$ cat src/rtl/u_mask_scan_if.sv
// u_mask_scan_if: request/result bundle for u_mask_scan.
//   Request side : i_vld / o_rdy handshake carrying i_x, i_pivot, i_match_bit, i_lsb.
//   Result side  : o_vld / i_rdy handshake carrying o_match, o_idx.
// Signal names are from the block's point of view (i_* flow into the block).
//   slave  modport : the scanning block itself.
//   master modport : the producer/consumer environment driving it.
// W must equal the W of the u_mask_scan instance this bundle connects to.
interface u_mask_scan_if #(
  parameter int W = 64
) ();
  localparam int PW = $clog2(W);

  logic          i_vld;
  logic          o_rdy;
  logic [W-1:0]  i_x;
  logic [PW-1:0] i_pivot;
  logic          i_match_bit;
  logic          i_lsb;
  logic          o_vld;
  logic          i_rdy;
  logic          o_match;
  logic [PW-1:0] o_idx;

  modport slave (
    input  i_vld, i_x, i_pivot, i_match_bit, i_lsb, i_rdy,
    output o_rdy, o_vld, o_match, o_idx
  );

  modport master (
    output i_vld, i_x, i_pivot, i_match_bit, i_lsb, i_rdy,
    input  o_rdy, o_vld, o_match, o_idx
  );
endinterface

$ cat src/rtl/u_mask_scan.sv
// u_mask_scan: multi-cycle pivot-mask matcher.
// Checks that every bit of a W-bit vector on one side of a pivot (pivot
// inclusive) equals a required bit value, scanning C bits per cycle from the
// LSB end, and reports the lowest-index mismatching bit on failure.
// Ports:
//   clk  - clock, rising edge
//   rst  - synchronous active-high reset
//   bus  - u_mask_scan_if.slave: request (i_vld/o_rdy, i_x, i_pivot,
//          i_match_bit, i_lsb) and result (o_vld/i_rdy, o_match, o_idx)
// Parameters:
//   W          - vector width, multiple of C and >= C
//   C          - bits examined per scan cycle (N = W/C cycles per job)
//   EARLY_EXIT - 1: stop on the first chunk with a mismatch; 0: scan all chunks
module u_mask_scan #(
  parameter int W          = 64,
  parameter int C          = 8,
  parameter int EARLY_EXIT = 1
) (
  input  logic        clk,
  input  logic        rst,
  u_mask_scan_if.slave bus
);
  localparam int N  = W / C;
  localparam int PW = $clog2(W);
  localparam int KW = (N > 1) ? $clog2(N) : 1;

  typedef enum logic [1:0] {IDLE, SCAN, DONE} state_t;

  state_t        state_q, state_d;
  logic [KW-1:0] k_q, k_d;
  logic [W-1:0]  x_q, x_d;
  logic [PW-1:0] pivot_q, pivot_d;
  logic          mbit_q, mbit_d;
  logic          lsb_q, lsb_d;
  logic          found_q, found_d;   // a mismatch has already been recorded
  logic [PW-1:0] idx_q, idx_d;       // index of that first mismatch
  logic          match_q, match_d;
  logic [PW-1:0] oidx_q, oidx_d;

  // Per-bit evaluation of the current chunk.
  logic [PW-1:0] base;
  logic [PW-1:0] bit_idx [C];
  logic [C-1:0]  chk;
  logic [C-1:0]  mis;
  logic          hit;
  logic [PW-1:0] hit_idx;
  logic          last_chunk;
  logic          scan_exit;

  assign base = PW'(k_q) * PW'(C);

  for (genvar gi = 0; gi < C; gi++) begin : g_bit
    assign bit_idx[gi] = base + PW'(gi);
    // Unchecked bits never count as a mismatch.
    assign chk[gi] = lsb_q ? (bit_idx[gi] <= pivot_q) : (bit_idx[gi] >= pivot_q);
    assign mis[gi] = chk[gi] & (x_q[bit_idx[gi]] != mbit_q);
  end

  // Lowest set mismatch within the chunk wins: walk from the top down so the
  // last assignment is the lowest index.
  always_comb begin
    hit     = 1'b0;
    hit_idx = '0;
    for (int j = C - 1; j >= 0; j--) begin
      if (mis[j]) begin
        hit     = 1'b1;
        hit_idx = bit_idx[j];
      end
    end
  end

  assign last_chunk = (k_q == KW'(N - 1));
  assign scan_exit  = last_chunk || ((EARLY_EXIT != 0) && hit);

  always_comb begin
    state_d = state_q;
    k_d     = k_q;
    x_d     = x_q;
    pivot_d = pivot_q;
    mbit_d  = mbit_q;
    lsb_d   = lsb_q;
    found_d = found_q;
    idx_d   = idx_q;
    match_d = match_q;
    oidx_d  = oidx_q;

    unique case (state_q)
      IDLE: begin
        if (bus.i_vld) begin
          x_d     = bus.i_x;
          pivot_d = bus.i_pivot;
          mbit_d  = bus.i_match_bit;
          lsb_d   = bus.i_lsb;
          k_d     = '0;
          found_d = 1'b0;
          idx_d   = '0;
          state_d = SCAN;
        end
      end
      SCAN: begin
        // Chunks go LSB-first, so the first recorded mismatch is the lowest.
        if (hit && !found_q) begin
          found_d = 1'b1;
          idx_d   = hit_idx;
        end
        if (scan_exit) begin
          match_d = !(found_q || hit);
          oidx_d  = found_q ? idx_q : (hit ? hit_idx : '0);
          state_d = DONE;
        end else begin
          k_d = k_q + KW'(1);
        end
      end
      DONE: begin
        if (bus.i_rdy) state_d = IDLE;
      end
      default: state_d = IDLE;
    endcase
  end

  always_ff @(posedge clk) begin
    if (rst) begin
      state_q <= IDLE;
      k_q     <= '0;
      x_q     <= '0;
      pivot_q <= '0;
      mbit_q  <= 1'b0;
      lsb_q   <= 1'b0;
      found_q <= 1'b0;
      idx_q   <= '0;
      match_q <= 1'b0;
      oidx_q  <= '0;
    end else begin
      state_q <= state_d;
      k_q     <= k_d;
      x_q     <= x_d;
      pivot_q <= pivot_d;
      mbit_q  <= mbit_d;
      lsb_q   <= lsb_d;
      found_q <= found_d;
      idx_q   <= idx_d;
      match_q <= match_d;
      oidx_q  <= oidx_d;
    end
  end

  assign bus.o_rdy   = (state_q == IDLE);
  assign bus.o_vld   = (state_q == DONE);
  assign bus.o_match = match_q;
  assign bus.o_idx   = oidx_q;
endmodule

$ cat src/flat_wrapper.sv
// flat-port wrapper written by rule: the top's interface ports become plain ports
module u_mask_scan_flat 
#(
  parameter int W          = 64,
  parameter int C          = 8,
  parameter int EARLY_EXIT = 1
)
  (clk, rst, bus_i_vld, bus_i_x, bus_i_pivot, bus_i_match_bit, bus_i_lsb, bus_i_rdy, bus_o_rdy, bus_o_vld, bus_o_match, bus_o_idx);
  u_mask_scan_if #(.W(W)) bus_i ();
  input  logic clk;
  input  logic rst;
  input wire logic [$bits(bus_i.i_vld)-1:0] bus_i_vld;
  input wire logic [$bits(bus_i.i_x)-1:0] bus_i_x;
  input wire logic [$bits(bus_i.i_pivot)-1:0] bus_i_pivot;
  input wire logic [$bits(bus_i.i_match_bit)-1:0] bus_i_match_bit;
  input wire logic [$bits(bus_i.i_lsb)-1:0] bus_i_lsb;
  input wire logic [$bits(bus_i.i_rdy)-1:0] bus_i_rdy;
  output wire logic [$bits(bus_i.o_rdy)-1:0] bus_o_rdy;
  output wire logic [$bits(bus_i.o_vld)-1:0] bus_o_vld;
  output wire logic [$bits(bus_i.o_match)-1:0] bus_o_match;
  output wire logic [$bits(bus_i.o_idx)-1:0] bus_o_idx;
  assign bus_i.i_vld = bus_i_vld;
  assign bus_i.i_x = bus_i_x;
  assign bus_i.i_pivot = bus_i_pivot;
  assign bus_i.i_match_bit = bus_i_match_bit;
  assign bus_i.i_lsb = bus_i_lsb;
  assign bus_i.i_rdy = bus_i_rdy;
  assign bus_o_rdy = bus_i.o_rdy;
  assign bus_o_vld = bus_i.o_vld;
  assign bus_o_match = bus_i.o_match;
  assign bus_o_idx = bus_i.o_idx;
  u_mask_scan #(.W(W), .C(C), .EARLY_EXIT(EARLY_EXIT)) u_core (.clk(clk), .rst(rst), .bus(bus_i));
endmodule
$ cat config.mk
export PLATFORM = sky130hd
export DESIGN_NAME = u_mask_scan_flat
export DESIGN_NICKNAME = d
export VERILOG_FILES = /design/src/rtl/u_mask_scan_if.sv /design/src/rtl/u_mask_scan.sv /design/src/flat_wrapper.sv
export SDC_FILE = /design/constraint.sdc
export NUM_CORES = 1
export LEC_CHECK = 0
export BUFFER_PORTS_ARGS = -buffer_cell sky130_fd_sc_hd__buf_2
export CORE_UTILIZATION = 50
export CTS_CLUSTER_SIZE = 40
export DETAILED_ROUTE_END_ITERATION = 12
export PLACE_DENSITY = 0.81
export SETUP_SLACK_MARGIN = 0.4
export SLEW_MARGIN = 20
export SYNTH_ARGS = -nofsm -noshare
export SYNTH_HDL_FRONTEND = slang
export SYNTH_SLANG_ARGS = --single-unit
$ cat constraint.sdc
create_clock -name clk -period 3.4 [get_ports clk]
set_clock_uncertainty 0.2 [all_clocks]
set_input_delay 0.51 -clock clk [delete_from_list [all_inputs] [get_ports clk]]
set_output_delay 0.51 -clock clk [all_outputs]
set_load 0.05 [all_outputs]
==> impl_metrics.json, run 1 <==
{
  "synth_compound_area_share_pct": 18.51,
  "cts_root_buffer": "clkbuf_8",
  "placement.io_buffers": 84,
  "worst_slack_ns": 0.2294,
  "yosysMostFrequentCell": "nand2_1",
  "cap_violations": 0,
  "clockPowerShare_pct": 22.4,
  "cts_tree": "yes",
  "ir_drop_v": 0.0002515,
  "grt_max_degree": 73,
  "cts_buffer_depth": 2,
  "synth_xor_area_share_pct": 1.173,
  "path_cells": "inv_4, ha_4, and3_4, a221oi_4, mux2_4, a221o_1, a21oi_4, and2_4, or4b_4, a21oi_2",
  "switching_share_pct": 36.28,
  "final_layout_size_suffix_gt1_share_pct": 31.00,
  "overflow": 0,
  "synth.ff_latch_count": 91,
  "initial_core_util_pct": 51.64,
  "drtIter0Drc": 252,
  "min_to": "u_core.x_q[37]",
  "fp.dieH_um": 96.68,
  "rsz0062_at_grt": "true",
  "timing.rr.end": "u_core.bus.o_match",
  "netlist_area_um2": 4482,
  "cp_slowest_stage_delay_ns": 0.46,
  "cts_made_buffers": 9,
  "finalInstanceArea_um2": 5678,
  "critPathMaxFanout": 5,
  "place.gp.congestion": 0.9118,
  "max_freq_mhz": 315.4,
  "final_antenna_net_count": 0,
  "cpLargestDelayFamily": "compound AO/OA/AOI/OAI gates",
  "num_io_pins": 85,
  "rr_worst_depth": 10,
  "critPathCaptureType": "flip-flop",
  "period_share_pct": 93.25,
  "status": "finished clean",
  "routed_wl_um": 12180,
  "core_um2": 8678,
  "num_antenna_cells": 0,
  "slew_headroom_pct": 35.49,
  "rows": 34,
  "setup_tns_ns": 0,
  "rrSetupSlack_ns": 0.23,
  "antenna_found_initial": 0,
  "dpl_cell_area_um2": 5024,
  "netlist_instances": 546,
  "p_leak_uw": 0.002189,
  "clk_latency_ns": 0.37,
  "startpoint_type": "flip-flop",
  "power_per_cell_area_nw_per_um2": 536.9,
  "p_total_uw": 3049,
  "fillers": 706,
  "dpl.hpwl_um": 7904,
  "drc_errors": 0,
  "num_vias": 4365,
  "die_area_um2": 9346,
  "critPathRequiredTime_ns": 3.48,
  "grt_util_all_layers_pct": 25.48,
  "grt_pass1_vias": 4147,
  "hp-class": "primary input to flip-flop",
  "die_w_um": 96.68,
  "ys_warn_count": 0,
  "fin_crit_ns": 3.171,
  "clock-sinks": 91,
  "routedWlPerCell_um": 16.24,
  "whs_path_depth": 3,
  "power.internal_uw": 1943,
  "syn-num-nets": 628,
  "htreeDepth": 3,
  "regToRegStartpoint": "u_core.k_q[0]",
  "ys_seq_area_share_pct": 40.65,
  "synth_top_family_by_area": "simple AND/OR/NAND/NOR gates",
  "final_max_slew_viol_count": 0,
  "synthArstFlopShare_pct": 0,
  "area_growth_pct": 26.69,
  "synth_flop_cell": "dfxtp_1",
  "min_from": "bus_i_x[37]",
  "p_comb_share_pct": 36.6,
  "crit_buf_inv": 1,
  "synth-simple-area-share_pct": 21.19,
  "worstSetupPathType": "flip-flop to flip-flop",
  "pre_cts_ws_ns": 0.1127,
  "slowest_stage": "or4b_4",
  "cts-hold-fix-buffers": 0,
  "synthTopCellsByCount": "nand2_1, dfxtp_1, a21oi_1",
  "worst_slew_pin_slew_ns": 0.9677,
  "synthAdderAreaFrac_pct": 1.675,
  "firstDrtPassIters": 6,
  "synth-edff-count": 0,
  "nets": 719,
  "critPathArrivalTime_ns": 3.25,
  "synth.area.top_cells": "dfxtp_1, nand2_1, a21oi_1",
  "cp-startpoint": "u_core.k_q[0]",
  "grt_pass1_wl_um": 19340,
  "synth.distinct_cells": 60,
  "hold_viol": 0,
  "clkTransAtPathRegs_ns": 0.10,
  "setup_viol": 0,
  "p_sw_uw": 1106,
  "fin_util_pct": 65.43,
  "synth.area.mux_share_pct": 11.81,
  "synth_top_area_share_pct": 40.65,
  "synth_area_leader_cell": "dfxtp_1",
  "seq_power_share_pct": 41.0,
  "synth.avg_cell_area_um2": 8.208,
  "via_per_inst": 5.820
}
-- stage by stage --
step,std cells,hold WS (ns)
after CTS,745,0.1586
after global placement,709,0.2418
final,750,0.1609
after floorplan,546,0.2331
after global routing,750,0.1742
after detailed placement,709,0.2483
-- tightest hold or removal path, delay by kind of cell --
family	cells	cell delay, ns
compound gates	1	0.05
buf+inv	1	0.09
simple gates	1	0.04
-- final cells by class --
cell class / instances / area [um^2] / share of cell area [%]
Multi-Input combinational cell: 405 / 2690 / 47.38
Clock inverter: 6 / 47.55 / 0.8374
Timing Repair Buffer: 121 / 807.0 / 14.21
Clock buffer: 10 / 127.6 / 2.248
Tap cell: 108 / 135.1 / 2.380
Inverter: 9 / 36.28 / 0.6390
Sequential cell: 91 / 1834 / 32.30
-- layout by cell type (no fill, tap or decap), types with 7 or more instances in the layout --
master / Yosys / layout
buf_6: 2 / 11
buf_2: 5 / 85
a21oi_1: 88 / 85
buf_4: 1 / 19
clkbuf_8: 0 / 9
mux2i_1: 18 / 16
nand3_1: 13 / 12
dfxtp_1: 91 / 85
nand2b_1: 7 / 7
nor2_1: 14 / 13
nand2_1: 160 / 158
mux4_2: 12 / 12
-- per-layer routing --
metal  vias up  GRT usage [%]  part of all wire [%]
met4         0          12.51                   3.4
met5         -              0                     0
met3        46          4.913                   6.1
li1       2079              -                     -
met2       180          42.47                    49
met1      2060          31.52                    41
-- how the worst max path moves through the flow --
stage / to / slack [ns] / cells after the start
2_1_floorplan: u_core.bus.o_match / 0.11 / 13
3_3_place_gp: u_core.bus.o_match / 0.16 / 11
3_5_place_dp: u_core.bus.o_match / 0.11 / 11
4_1_cts: u_core.bus.o_match / 0.29 / 10
5_1_grt: u_core.idx_q[0] / 0.16 / 12
6_report: u_core.bus.o_match / 0.23 / 10
-- state kept, by name (all words and copies together) (netlist names), 2 cells and up --
register          flops
u_core.bus.o_idx      6
u_core.idx_q          6
u_core.k_q            3
u_core.pivot_q        6
u_core.state_q        2
u_core.x_q           64
-- timing repair --
item	in CTS	in global routing
pin swaps	16	14
resized for setup	37	31
buffers inserted	19	5
endpoints found under the setup margin	17	18
gates cloned	1	0
-- power groups by stage --
stage	Combinational (uW)	Sequential, uW	Clock [uW]
floorplan	629	1270	0
global placement	819	1260	0
detailed placement	836	1270	0
CTS	978	1250	691
global route	1190	1260	720
finish	1110	1250	683
-- cells by family after synthesis --
| logic type | after synthesis |
|---|---|
| muxes | 35 |
| buffers and inverters | 50 |
| xor gates and xnor gates | 6 |
| AOI/OAI and AO/OA | 138 |
| DFF | 91 |
| and+or+nand+nor | 220 |
| adders and majority gates | 6 |
No activity file was read; power rests on OpenSTA's default activity.
==> inputs of run 2 (changes only) <==
Settings changed: MAX_ROUTING_LAYER set to met4.
==> run 2 against run 1 <==
Net effect: non-clock buffer count increased by 4; combinational power about the same; setup slack worse by 0.047 ns; fmax decreased by 1.4%; clock-buffer cell count is the same; clock power is 5.1% higher.
==> impl_metrics.json, run 2 (synthesized netlist as in run 1, its figures left out) <==
{
  "final_antenna_net_count": 0,
  "grt_pass1_vias": 4170,
  "firstDrtPassIters": 7,
  "multi_input_area_um2": 2688,
  "switching_share_pct": 36.24,
  "clock-sinks": 91,
  "final_max_slew_viol_count": 0,
  "cap_violations": 0,
  "crit_buf_inv": 5,
  "grt_pass1_wl_um": 19400,
  "critPathMaxFanout": 7,
  "fin_cells": 754,
  "nets": 723,
  "grt_util_all_layers_pct": 26.45,
  "power_per_cell_area_nw_per_um2": 540.7,
  "max_freq_mhz": 310.8,
  "power.internal_uw": 1977,
  "dp.cells": 709,
  "ir_drop_v": 0.0002793,
  "cts_tree": "yes",
  "period_share_pct": 94.62,
  "worstSetupPathType": "flip-flop to flip-flop",
  "top_register": "u_core.x_q",
  "cts_root_buffer": "clkbuf_8",
  "hp-class": "primary input to flip-flop",
  "routed_wl_um": 12620,
  "final_layout_size_suffix_gt1_share_pct": 31.89,
  "htreeDepth": 3,
  "worst_slew_pin_slew_ns": 0.8625,
  "p_comb_share_pct": 36.5,
  "p_leak_uw": 0.002229,
  "cts_made_buffers": 9,
  "cp_slowest_stage_delay_ns": 0.51,
  "place.gp.congestion": 0.8828,
  "clockPowerShare_pct": 23.1,
  "critPathRequiredTime_ns": 3.50,
  "setup_tns_ns": 0,
  "status": "finished clean",
  "slowest_stage": "mux4_2",
  "grt_max_degree": 73,
  "via_per_inst": 5.761,
  "clk_latency_ns": 0.37,
  "die_area_um2": 9346,
  "final_cell_mix": "nand2_1, buf_2, dfxtp_1",
  "cts-hold-fix-buffers": 0,
  "slew_headroom_pct": 42.50,
  "final-seq-area_um2": 1834,
  "path_cells": "buf_6, buf_8, mux2i_2, mux4_2, xnor2_2, a211oi_2, buf_4, a211oi_2, buf_4, a211oi_4, buf_6, mux2_2, nor2_1",
  "fillers": 695,
  "num_vias": 4344,
  "setup_viol": 0,
  "p_sw_uw": 1124,
  "clkTransAtPathRegs_ns": 0.10,
  "num_io_pins": 85,
  "critPathCaptureType": "flip-flop",
  "routedWlPerCell_um": 16.74,
  "worst_slack_ns": 0.1828,
  "overflow": 0,
  "area_growth_pct": 27.95,
  "pre_cts_ws_ns": 0.1282,
  "dpl.hpwl_um": 8093,
  "drc_errors": 0,
  "fin_util_pct": 66.08,
  "largest_reg_flops": 64,
  "rrSetupSlack_ns": 0.18,
  "hold_viol": 0,
  "critPathArrivalTime_ns": 3.31,
  "seq_power_share_pct": 40.3,
  "rows": 34,
  "initial_core_util_pct": 51.64,
  "drtIter0Drc": 297,
  "fp.dieH_um": 96.68,
  "die_w_um": 96.68,
  "p_total_uw": 3101,
  "core_um2": 8678,
  "final_common_cell": "nand2_1",
  "rsz0062_at_grt": "true",
  "fin_crit_ns": 3.217,
  "cts_buffer_depth": 2,
  "startpoint_type": "flip-flop",
  "num_antenna_cells": 0,
  "cpLargestDelayFamily": "multiplexers",
  "antenna_found_initial": 0,
  "placement.io_buffers": 84
}
[run 2: cell count changes in the layout (fill, tap and decap cells not counted), sizes merged]
cell and change:
clkbuf +1, clkinvlp -3, buf +3, inv +2, clkinv +1
[run 2: cell type report]
type / count / share of cell area, %
timing repair buffer: 125 / 14.82
sequential: 91 / 31.99
tap: 108 / 2.357
clock buffer: 10 / 2.400
multi-input combinational: 405 / 46.87
clock inverter: 6 / 0.9382
inverter: 9 / 0.6328
[run 2: power groups by stage]
stage                     Combinational (uW)  Clock [uW]  Sequential, uW
after global placement                   823           0            1260
after CTS                                969         725            1240
after detailed placement                 841           0            1270
after global routing                    1200         775            1260
after floorplan                          629           0            1270
final                                   1130         718            1250
[run 2: repair_timing]
item,in CTS,in global routing
gates resized for setup,30,40
hold endpoints to repair,0,0
endpoints found under the setup margin,18,18
pin swaps,15,21
gates cloned,2,1
setup buffers,15,11
[run 2: final timing paths]
kind | startpoint | endpoint | cells past startpoint
max reg2reg | u_core.k_q[0] | u_core.idx_q[5] | 13
max | u_core.k_q[0] | u_core.idx_q[5] | 13
min reg2reg | u_core.x_q[1] | u_core.x_q[1] | 2
min | bus_i_x[35] | u_core.x_q[35] | 3
[run 2: tightest hold or removal path: stages]
cell and delay [ns]:
buf_2 0.10, nand2_1 0.04, a21oi_1 0.05
[run 2: per-layer routing]
metal / track usage, % / share of wire [%]
met4: 10.22 / 2.6
met3: 5.202 / 5.6
met1: 31.77 / 41
met2: 43.82 / 50
met5: - / 0
[run 2: through the flow]
step | hold WS [ns] | cell area [um^2]
6_report | 0.1701 | 5734
5_1_grt | 0.1628 | 5734
3_5_place_dp | 0.2458 | 5024
2_1_floorplan | 0.2331 | 4542
3_3_place_gp | 0.2394 | 5024
4_1_cts | 0.1595 | 5460
==> inputs of run 3 (changes only) <==
Settings changed: PLACE_DENSITY 0.81 to 0.85.
==> run 3 against run 2 <==
Net effect: utilization decreased by 1.1 points; worst hold slack improved by 0.0035 ns; non-clock buffer count decreased by 2; flip-flop and latch count unchanged; design area decreased by 1.6%; sequential power about the same; critical path depth decreased by 3; critical endpoint is now u_core.bus.o_match; fmax increased by 2.3%; routed wire length decreased by 1.2%; clock-buffer cell count unchanged; largest power group unchanged; die area unchanged; setup slack improved by 0.073 ns.
==> impl_metrics.json, run 3 (synthesized netlist as in run 1, its figures left out) <==
{
  "status": "finished clean",
  "worst_hold_slack_ns": 0.1736,
  "critPathRequiredTime_ns": 3.51,
  "fp.dieH_um": 96.68,
  "final_common_cell": "nand2_1",
  "grt_pass1_vias": 4108,
  "rows": 34,
  "grt_util_all_layers_pct": 27.12,
  "num_antenna_cells": 0,
  "grt_max_degree": 73,
  "p_sw_uw": 1095,
  "final-seq-area_um2": 1826,
  "cts_root_buffer": "clkbuf_8",
  "final_layout_size_suffix_gt1_share_pct": 30.12,
  "setup_viol": 0,
  "clock-sinks": 91,
  "period_share_pct": 92.49,
  "via_per_inst": 5.745,
  "die_w_um": 96.68,
  "switching_share_pct": 35.42,
  "fillers": 667,
  "p_leak_uw": 0.002188,
  "fin_crit_ns": 3.145,
  "critPathArrivalTime_ns": 3.25,
  "clkTransAtPathRegs_ns": 0.10,
  "path_cells": "inv_4, ha_4, and3_4, a221oi_4, mux2_4, a221o_1, a21oi_4, and2_4, or4b_4, a21oi_2",
  "final_cell_mix": "nand2_1, dfxtp_1, buf_2",
  "cp_slowest_stage_delay_ns": 0.46,
  "antenna_found_initial": 0,
  "ir_drop_v": 0.0003552,
  "cts-hold-fix-buffers": 0,
  "final_max_slew_viol_count": 0,
  "final_antenna_net_count": 0,
  "htreeDepth": 3,
  "setup_tns_ns": 0,
  "multi_input_area_um2": 2678,
  "dpl.hpwl_um": 8259,
  "die_area_um2": 9346,
  "routed_wl_um": 12480,
  "top_register": "u_core.x_q",
  "place.gp.congestion": 0.9459,
  "worstSetupPathType": "flip-flop to flip-flop",
  "drc_errors": 0,
  "rsz0062_at_grt": "true",
  "drtIter0Drc": 313,
  "cts_buffer_depth": 2,
  "largest_reg_flops": 64,
  "hp-class": "primary input to flip-flop",
  "firstDrtPassIters": 5,
  "slowest_stage": "or4b_4",
  "num_vias": 4320,
  "routedWlPerCell_um": 16.59,
  "cts_made_buffers": 9,
  "num_io_pins": 85,
  "core_um2": 8678,
  "startpoint_type": "flip-flop",
  "power.internal_uw": 1996,
  "hold_viol": 0,
  "max_freq_mhz": 318.0,
  "critPathMaxFanout": 5,
  "slew_headroom_pct": 62.86,
  "power_per_cell_area_nw_per_um2": 548.0,
  "p_comb_share_pct": 35.1,
  "worst_slew_pin_slew_ns": 0.5571,
  "seq_power_share_pct": 40.3,
  "area_growth_pct": 25.85,
  "nets": 721,
  "cap_violations": 0,
  "clockPowerShare_pct": 24.6,
  "critPathCaptureType": "flip-flop",
  "fin_util_pct": 64.99,
  "initial_core_util_pct": 51.64,
  "grt_pass1_wl_um": 19730,
  "placement.io_buffers": 84,
  "overflow": 0,
  "clk_latency_ns": 0.37,
  "cts_tree": "yes"
}
run 3: cell types whose count changed in the layout (fill, tap and decap cells not counted), sizes merged:
cell	previous run	this run
inv	13	11
clkbuf	11	10
clkinvlp	1	2
buf	124	123
bufinv	0	1
run 3: critical path: cells and delay by family (launching register included):
kind | cells | cell delay, ns
simple gates | 3 | 0.80
flops | 1 | 0.43
fa+ha+maj | 1 | 0.23
buf+inv | 1 | 0.06
mux | 1 | 0.34
compound gates | 4 | 1.01
run 3: path summary, 6_finish.rpt:
path	slack [ns]	cells past startpoint	startpoint	end
max	0.26	10	u_core.k_q[0]	u_core.bus.o_match
min	0.17	3	bus_i_lsb	u_core.lsb_q
max reg2reg	0.26	10	u_core.k_q[0]	u_core.bus.o_match
min reg2reg	0.26	2	u_core.x_q[34]	u_core.x_q[34]
run 3: area by class of cell:
class	instances	share of cell area (%)
Clock buffer	10	2.263
Clock inverter	6	1.264
Inverter	9	0.6433
Multi-Input combinational cell	405	47.47
Sequential cell	91	32.36
Tap cell	108	2.396
Timing Repair Buffer	123	13.60
run 3: power groups by stage:
| stage | clock [uW] | sequential (uW) | combinational [uW] |
|---|---|---|---|
| 5_1_grt | 819 | 1260 | 1160 |
| 3_3_place_gp | 0 | 1260 | 829 |
| 6_report | 761 | 1250 | 1080 |
| 2_1_floorplan | 0 | 1270 | 629 |
| 4_1_cts | 761 | 1240 | 939 |
| 3_5_place_dp | 0 | 1260 | 844 |
run 3: metrics by stage:
step | instance area, um^2 | worst slack, ns | instances | power (uW)
finish | 5640 | 0.2554 | 752 | 3091
global route | 5640 | 0.1562 | 752 | 3239
CTS | 5458 | 0.3020 | 743 | 2940
detailed placement | 5034 | 0.1448 | 712 | 2108
global placement | 5034 | 0.2010 | 712 | 2089
floorplan | 4542 | 0.1123 | 546 | 1902
run 3: repair_timing:
item	in CTS	in global routing
cloned	1	1
setup buffers	14	8
pin swaps	12	17
endpoints found under the setup margin	13	18
gates resized for setup	16	27
run 3: layer usage:
layer / vias up / routed length [um] / GRT usage, %
met4: 0 / 487 / 14.58
met2: 190 / 6063 / 42.52
li1: 2078 / - / -
met3: 40 / 698 / 5.202
met1: 2012 / 5225 / 33.09
met5: - / 0 / -
